--- src/rtl/accel_pkg.sv ---
// Shared constants and FSM encoding for the accelerometer BCD scheduler.
package accel_pkg;

    localparam int DATA_W_DEFAULT = 16;
    localparam int AXES           = 3;

    localparam logic [1:0] AX_X = 2'd0;
    localparam logic [1:0] AX_Y = 2'd1;
    localparam logic [1:0] AX_Z = 2'd2;

    typedef enum logic [2:0] {
        ST_IDLE,
        ST_CAPTURE,
        ST_LOAD,
        ST_SHIFT,
        ST_STORE,
        ST_PUBLISH
    } sched_state_t;

endpackage

--- src/rtl/bcd_shift_core.sv ---
// Iterative double-dabble converter: one add-3/shift step per clock, DATA_W steps per run.
module bcd_shift_core #(
    parameter int DATA_W = 16,
    parameter int DIGITS = 3
) (
    input  logic                  clk,
    input  logic                  reset_n,
    input  logic                  start,
    input  logic [DATA_W-1:0]     bin,
    output logic                  done,
    output logic [4*DIGITS-1:0]   bcd
);

    // Two spare digits keep intermediate add-3 results from overflowing.
    localparam int BCD_INT_W = 4 * (DIGITS + 2);
    localparam int CNT_W     = $clog2(DATA_W + 1);

    logic [DATA_W-1:0]    bin_sr;
    logic [BCD_INT_W-1:0] bcd_sr;
    logic [BCD_INT_W-1:0] bcd_adj;
    logic [CNT_W-1:0]     cnt;

    always_comb begin
        bcd_adj = bcd_sr;
        for (int i = 0; i < DIGITS + 2; i++) begin
            if (bcd_sr[4*i +: 4] >= 4'd5) begin
                bcd_adj[4*i +: 4] = bcd_sr[4*i +: 4] + 4'd3;
            end
        end
    end

    always_ff @(posedge clk or negedge reset_n) begin
        if (!reset_n) begin
            bin_sr <= '0;
            bcd_sr <= '0;
            cnt    <= '0;
        end else if (start) begin
            bin_sr <= bin;
            bcd_sr <= '0;
            cnt    <= CNT_W'(DATA_W);
        end else if (cnt != '0) begin
            bcd_sr <= (bcd_adj << 1) | BCD_INT_W'(bin_sr[DATA_W-1]);
            bin_sr <= bin_sr << 1;
            cnt    <= cnt - CNT_W'(1);
        end
    end

    // High during the last step, so the FSM leaves SHIFT as the final shift lands.
    assign done = (cnt == CNT_W'(1));
    assign bcd  = bcd_sr[4*DIGITS-1:0];

endmodule

--- src/rtl/accel_bcd_scheduler.sv ---
// Snapshots X/Y/Z, converts them one after another through a shared BCD core,
// and publishes sign/saturation/digits for all three axes on a single edge.
module accel_bcd_scheduler
    import accel_pkg::*;
#(
    parameter int DATA_W = DATA_W_DEFAULT,
    parameter int DIGITS = 3
) (
    input  logic                 clk,
    input  logic                 reset_n,
    input  logic                 data_update,
    input  logic [DATA_W-1:0]    data_x,
    input  logic [DATA_W-1:0]    data_y,
    input  logic [DATA_W-1:0]    data_z,
    input  logic                 freeze,
    input  logic                 ovr_clr,
    output logic [4*DIGITS-1:0]  bcd_x,
    output logic [4*DIGITS-1:0]  bcd_y,
    output logic [4*DIGITS-1:0]  bcd_z,
    output logic [2:0]           sign,
    output logic [2:0]           sat,
    output logic                 result_valid,
    output logic                 busy,
    output logic                 overrun
);

    localparam int                BCD_W     = 4 * DIGITS;
    localparam int                MAG_W     = DATA_W + 1;
    localparam logic [MAG_W-1:0]  MAX_VAL   = MAG_W'(10 ** DIGITS - 1);
    localparam logic [BCD_W-1:0]  ALL_NINES = {DIGITS{4'h9}};

    sched_state_t state, state_nxt;

    logic [1:0]        axis;
    logic [DATA_W-1:0] snap    [AXES];
    logic [BCD_W-1:0]  res_bcd [AXES];
    logic [AXES-1:0]   res_sign;
    logic [AXES-1:0]   res_sat;
    logic              cur_sign;
    logic              cur_sat;

    logic [DATA_W-1:0] cur_sample;
    logic [MAG_W-1:0]  cur_ext;
    logic [MAG_W-1:0]  cur_mag;
    logic              load_sat;
    logic              core_start;
    logic              core_done;
    logic [BCD_W-1:0]  core_bcd;
    logic              drop;

    // One extra bit so the most negative sample still has a representable magnitude.
    assign cur_sample = snap[axis];
    assign cur_ext    = {cur_sample[DATA_W-1], cur_sample};
    assign cur_mag    = cur_sample[DATA_W-1] ? (~cur_ext + MAG_W'(1)) : cur_ext;
    assign load_sat   = (cur_mag > MAX_VAL);

    assign busy = (state != ST_IDLE);
    assign drop = data_update && (state != ST_IDLE);

    always_ff @(posedge clk or negedge reset_n) begin
        if (!reset_n) begin
            state <= ST_IDLE;
        end else begin
            state <= state_nxt;
        end
    end

    always_comb begin
        state_nxt  = state;
        core_start = 1'b0;
        case (state)
            ST_IDLE:    if (data_update && !freeze) state_nxt = ST_CAPTURE;
            ST_CAPTURE: state_nxt = ST_LOAD;
            ST_LOAD: begin
                if (load_sat) begin
                    state_nxt = ST_STORE;
                end else begin
                    core_start = 1'b1;
                    state_nxt  = ST_SHIFT;
                end
            end
            ST_SHIFT:   if (core_done) state_nxt = ST_STORE;
            ST_STORE:   state_nxt = (axis == AX_Z) ? ST_PUBLISH : ST_LOAD;
            ST_PUBLISH: state_nxt = ST_IDLE;
            default:    state_nxt = ST_IDLE;
        endcase
    end

    always_ff @(posedge clk or negedge reset_n) begin
        if (!reset_n) begin
            axis         <= AX_X;
            cur_sign     <= 1'b0;
            cur_sat      <= 1'b0;
            res_sign     <= '0;
            res_sat      <= '0;
            bcd_x        <= '0;
            bcd_y        <= '0;
            bcd_z        <= '0;
            sign         <= '0;
            sat          <= '0;
            result_valid <= 1'b0;
            overrun      <= 1'b0;
            for (int i = 0; i < AXES; i++) begin
                snap[i]    <= '0;
                res_bcd[i] <= '0;
            end
        end else begin
            result_valid <= (state == ST_PUBLISH);

            // Latch on the edge that accepts data_update, while the sample is still valid.
            if (state == ST_IDLE && data_update && !freeze) begin
                snap[AX_X] <= data_x;
                snap[AX_Y] <= data_y;
                snap[AX_Z] <= data_z;
            end

            if (state == ST_CAPTURE) begin
                axis <= AX_X;
            end

            if (state == ST_LOAD) begin
                cur_sign <= cur_sample[DATA_W-1];
                cur_sat  <= load_sat;
            end

            if (state == ST_STORE) begin
                res_bcd[axis]  <= cur_sat ? ALL_NINES : core_bcd;
                res_sign[axis] <= cur_sign;
                res_sat[axis]  <= cur_sat;
                if (axis != AX_Z) begin
                    axis <= axis + 2'd1;
                end
            end

            if (state == ST_PUBLISH) begin
                bcd_x <= res_bcd[AX_X];
                bcd_y <= res_bcd[AX_Y];
                bcd_z <= res_bcd[AX_Z];
                sign  <= res_sign;
                sat   <= res_sat;
            end

            if (drop) begin
                overrun <= 1'b1;
            end else if (ovr_clr) begin
                overrun <= 1'b0;
            end
        end
    end

    bcd_shift_core #(
        .DATA_W (DATA_W),
        .DIGITS (DIGITS)
    ) u_core (
        .clk     (clk),
        .reset_n (reset_n),
        .start   (core_start),
        .bin     (cur_mag[DATA_W-1:0]),
        .done    (core_done),
        .bcd     (core_bcd)
    );

endmodule

--- config.mk ---
export PLATFORM = sky130hd
export DESIGN_NAME = accel_bcd_scheduler
export DESIGN_NICKNAME = d
export VERILOG_FILES = /design/src/rtl/accel_pkg.sv /design/src/rtl/bcd_shift_core.sv /design/src/rtl/accel_bcd_scheduler.sv
export SDC_FILE = /design/constraint.sdc
export NUM_CORES = 1
export LEC_CHECK = 0
export BUFFER_PORTS_ARGS = -buffer_cell sky130_fd_sc_hd__clkbuf_2
export CORE_UTILIZATION = 63
export CTS_BUF_LIST = sky130_fd_sc_hd__clkbuf_4 sky130_fd_sc_hd__clkbuf_8
export DETAILED_ROUTE_END_ITERATION = 10
export MAX_ROUTING_LAYER = met4
export PLACE_DENSITY_LB_ADDON = 0.15
export SLEW_MARGIN = 0
export SYNTH_ARGS = -nofsm -noshare
export SYNTH_HDL_FRONTEND = slang
export SYNTH_SLANG_ARGS = --single-unit
--- constraint.sdc ---
create_clock -name clk -period 4.59 [get_ports clk]
set_input_delay 0.6885 -clock clk [delete_from_list [all_inputs] [get_ports clk]]
set_output_delay 0.6885 -clock clk [all_outputs]
set_load 0.01 [all_outputs]
==> flow_metrics.py <==
metrics = {
    "outcome": {
        "outcome": "finished clean",
    },
    "yosys": {
        "synthCells": 672,
        "seq_area_frac_synth_pct": 54.69,
        "yosys.area_share.xor_xnor_pct": 1.650,
        "synth.net_count": 735,
        "ys.flop_type": "dfrtp_1",
        "synth_top_family_by_area": "multiplexers",
        "netlist_area_um2": 7961,
        "synthAdderAreaFrac_pct": 1.572,
        "async_flop_share_pct": 100.0,
        "synth-compound-area-share_pct": 10.17,
        "synth_edf_count": 0,
        "synth.ff_latch_count": 174,
        "synth_mux_area_share_pct": 18.62,
        "yosysWarnings": 0,
        "postSynthAreaPerCell_um2": 11.85,
        "ys_types": 59,
        "synth-simple-area-share_pct": 10.01,
    },
    "routing": {
        "wl_um": 15990,
        "wire_per_inst_um": 17.07,
        "drc": 0,
        "viasPerCell": 5.760,
        "postRouteAntennaNets": 0,
        "initialDrtViolationCount": 325,
        "via_count": 5397,
        "drtPass1Iterations": 5,
    },
    "cells_and_area": {
        "layout_common_cells": "174 x dfrtp_1, 97 x mux2_2, 96 x clkbuf_2, 65 x nand2_1, 52 x nor2_1",
        "diodes": 0,
        "nets": 821,
        "drive_above_1_share_pct": 32.77,
        "layout_commonest_cell": "dfrtp_1",
        "design_area_um2": 8909,
        "final_core_utilization_pct": 73.25,
        "area_growth_pct": 11.90,
    },
    "sta": {
        "fin_crit_ns": 3.609,
        "timing.setup.tns_ns": 0,
        "max_freq_mhz": 277.1,
        "timing.final.crit_share_pct": 78.63,
        "rsz0062_at_grt": "false",
        "worst_slew_pin_slew_ns": 1.180,
        "relSlewSlack_pct": 21.05,
        "hold_viol": 0,
        "report.final.slew_viol_count": 0,
        "setup_violations": 0,
        "worst_clock_skew_ns": 0.01492,
    },
    "grt": {
        "grt_first_pass_wirelength_um": 27190,
        "grt_use_met3_pct": 7.041,
        "grt_overflow_total": 0,
        "antenna_found_initial": 0,
        "grt_usage_pct": 28.09,
        "busiest_layer": "met2",
        "first_global_vias": 5468,
        "grt_use_met1_pct": 36.13,
        "grt_max_degree": 86,
        "grtUsageMet2_pct": 44.16,
    },
    "floorplanning": {
        "die_h_um": 114.4,
        "core_area_um2": 12160,
        "die_w_um": 114.4,
        "rows": 40,
        "io_pins": 98,
        "initial_utilization_pct": 65.46,
        "dieArea_um2": 13090,
    },
    "clocking": {
        "clock_sinks": 174,
        "htree_num_levels": 4,
        "cts_setup_buffers": 0,
        "cts_tree": "done",
        "clock_latency_ns": 0.47,
        "numCtsBuffers": 17,
        "hold_buffers": 0,
        "ctsResizeCount": 0,
        "clkTransAtPathRegs_ns": 0.09,
        "cts-root-buf": "clkbuf_8",
        "clk_path_buf_depth": 2,
    },
    "worst_setup_path": {
        "worst-endpoint-required_ns": 4.94,
        "crit_end": "state[1]",
        "cp.arrival_ns": 3.96,
        "r2r-end": "state[1]",
        "cp-startpoint": "axis[1]",
        "start_kind": "flop",
        "worstRegToRegCells": 10,
        "worstPathMaxFanout": 36,
        "cp-end-kind": "flop",
        "rrSetupSlack_ns": 0.98,
        "crit_type": "flop to flop",
        "rr_startpoint": "axis[1]",
    },
    "worst_hold_path": {
        "hold_class": "input port to asynchronous set/reset pin",
    },
    "power": {
        "p_leak_nw": 4.217,
        "ir_drop_uv": 434.5,
        "p_per_area_nw_per_um2": 695.5,
    },
    "placed_design": {
        "dp_hpwl_um": 11140,
        "numPortBuffers": 97,
        "gp_congestion": 0.8695,
        "dpl_cell_area_um2": 8507,
    },
    "job": {
        "drv_cap": 0,
    },
}
## cell families after synthesis
family                     Yosys count
adders and majority gates           10
muxes                              134
and+or+nand+nor                    167
buffers and inverters               49
xor gates and xnor gates            15
DFF                                174
AOI/OAI and AO/OA                  123
## cell usage after synthesis (4+ instances only)
cell type    n  share of area, %
buf_2        4              0.25
clkbuf_1    21              0.99
a21oi_1     35               2.2
nand3_1      8              0.50
mux2i_1     33               4.1
dfrtp_1    174                55
nand2b_1    11              0.86
buf_6        5              0.71
o2bb2ai_1    7              0.77
inv_1       13              0.61
o21ai_0     50               3.1
ha_1        10               1.6
mux2_2      97                14
and2_1       4              0.31
nand2_1     66               3.1
xnor2_1     12               1.3
nor2_1      52               2.5
nor3_1       5              0.31
## sequential cells by signal (all words and copies together), names as in the netlist
register	cells
snap	48
res_bcd	36
u_core.bin_sr	16
bcd_x	12
bcd_y	12
bcd_z	12
u_core.bcd_sr	12
u_core.cnt	5
res_sat	3
res_sign	3
sat	3
sign	3
state	3
axis	2
cur_sat	1
cur_sign	1
overrun	1
result_valid	1
## power breakdown
part	internal (W)	total (W)	switching [W]
sequential	0.00214	0.00256	0.000424
combinational	0.00115	0.00256	0.00141
clock	0.000544	0.00108	0.000532
## stage by stage
stage	cells	hold slack, ns	setup WS, ns	power, W
global placement	907	0.4598	1.151	0.004944
CTS	937	0.2725	0.9903	0.006211
floorplan	672	0.3929	1.455	0.004446
detailed placement	907	0.4669	1.025	0.005119
finish	937	0.2444	0.9808	0.006196
global route	937	0.2858	0.7248	0.006649
## critical path: stages (launching register included)
cell,delay (ns)
dfrtp_1,0.33
buf_4,0.24
mux2i_1,0.28
a2bb2oi_1,0.95
nor2_1,0.24
nand3_1,0.16
o31ai_1,0.08
a211oi_1,0.54
nor4b_4,0.08
buf_4,0.29
a211o_1,0.31
## worst min path at each step
stage                  end  cells after the start
6_report        res_sat[0]                      1
5_1_grt         res_sat[0]                      1
4_1_cts        res_sign[0]                      1
3_5_place_dp   res_bcd[24]                      2
3_3_place_gp   res_bcd[34]                      2
2_1_floorplan      axis[0]                      0
## per-layer routing
| layer | vias up | wire length (um) |
|---|---|---|
| li1 | 2519 | - |
| met1 | 2709 | 7052 |
| met2 | 144 | 7932 |
| met3 | 25 | 753 |
| met4 | 0 | 253 |
| met5 | - | 0 |
## layout make-up
type                       count  area [um^2]
clock buffer                  22        296.5
clock inverter                 8        105.1
fill                         900         3253
inverter                      13        48.80
multi-input combinational    449         3357
sequential                   174         4354
tap                          168        210.2
timing repair buffer         103        536.8
(Power assumes the default switching activity.)
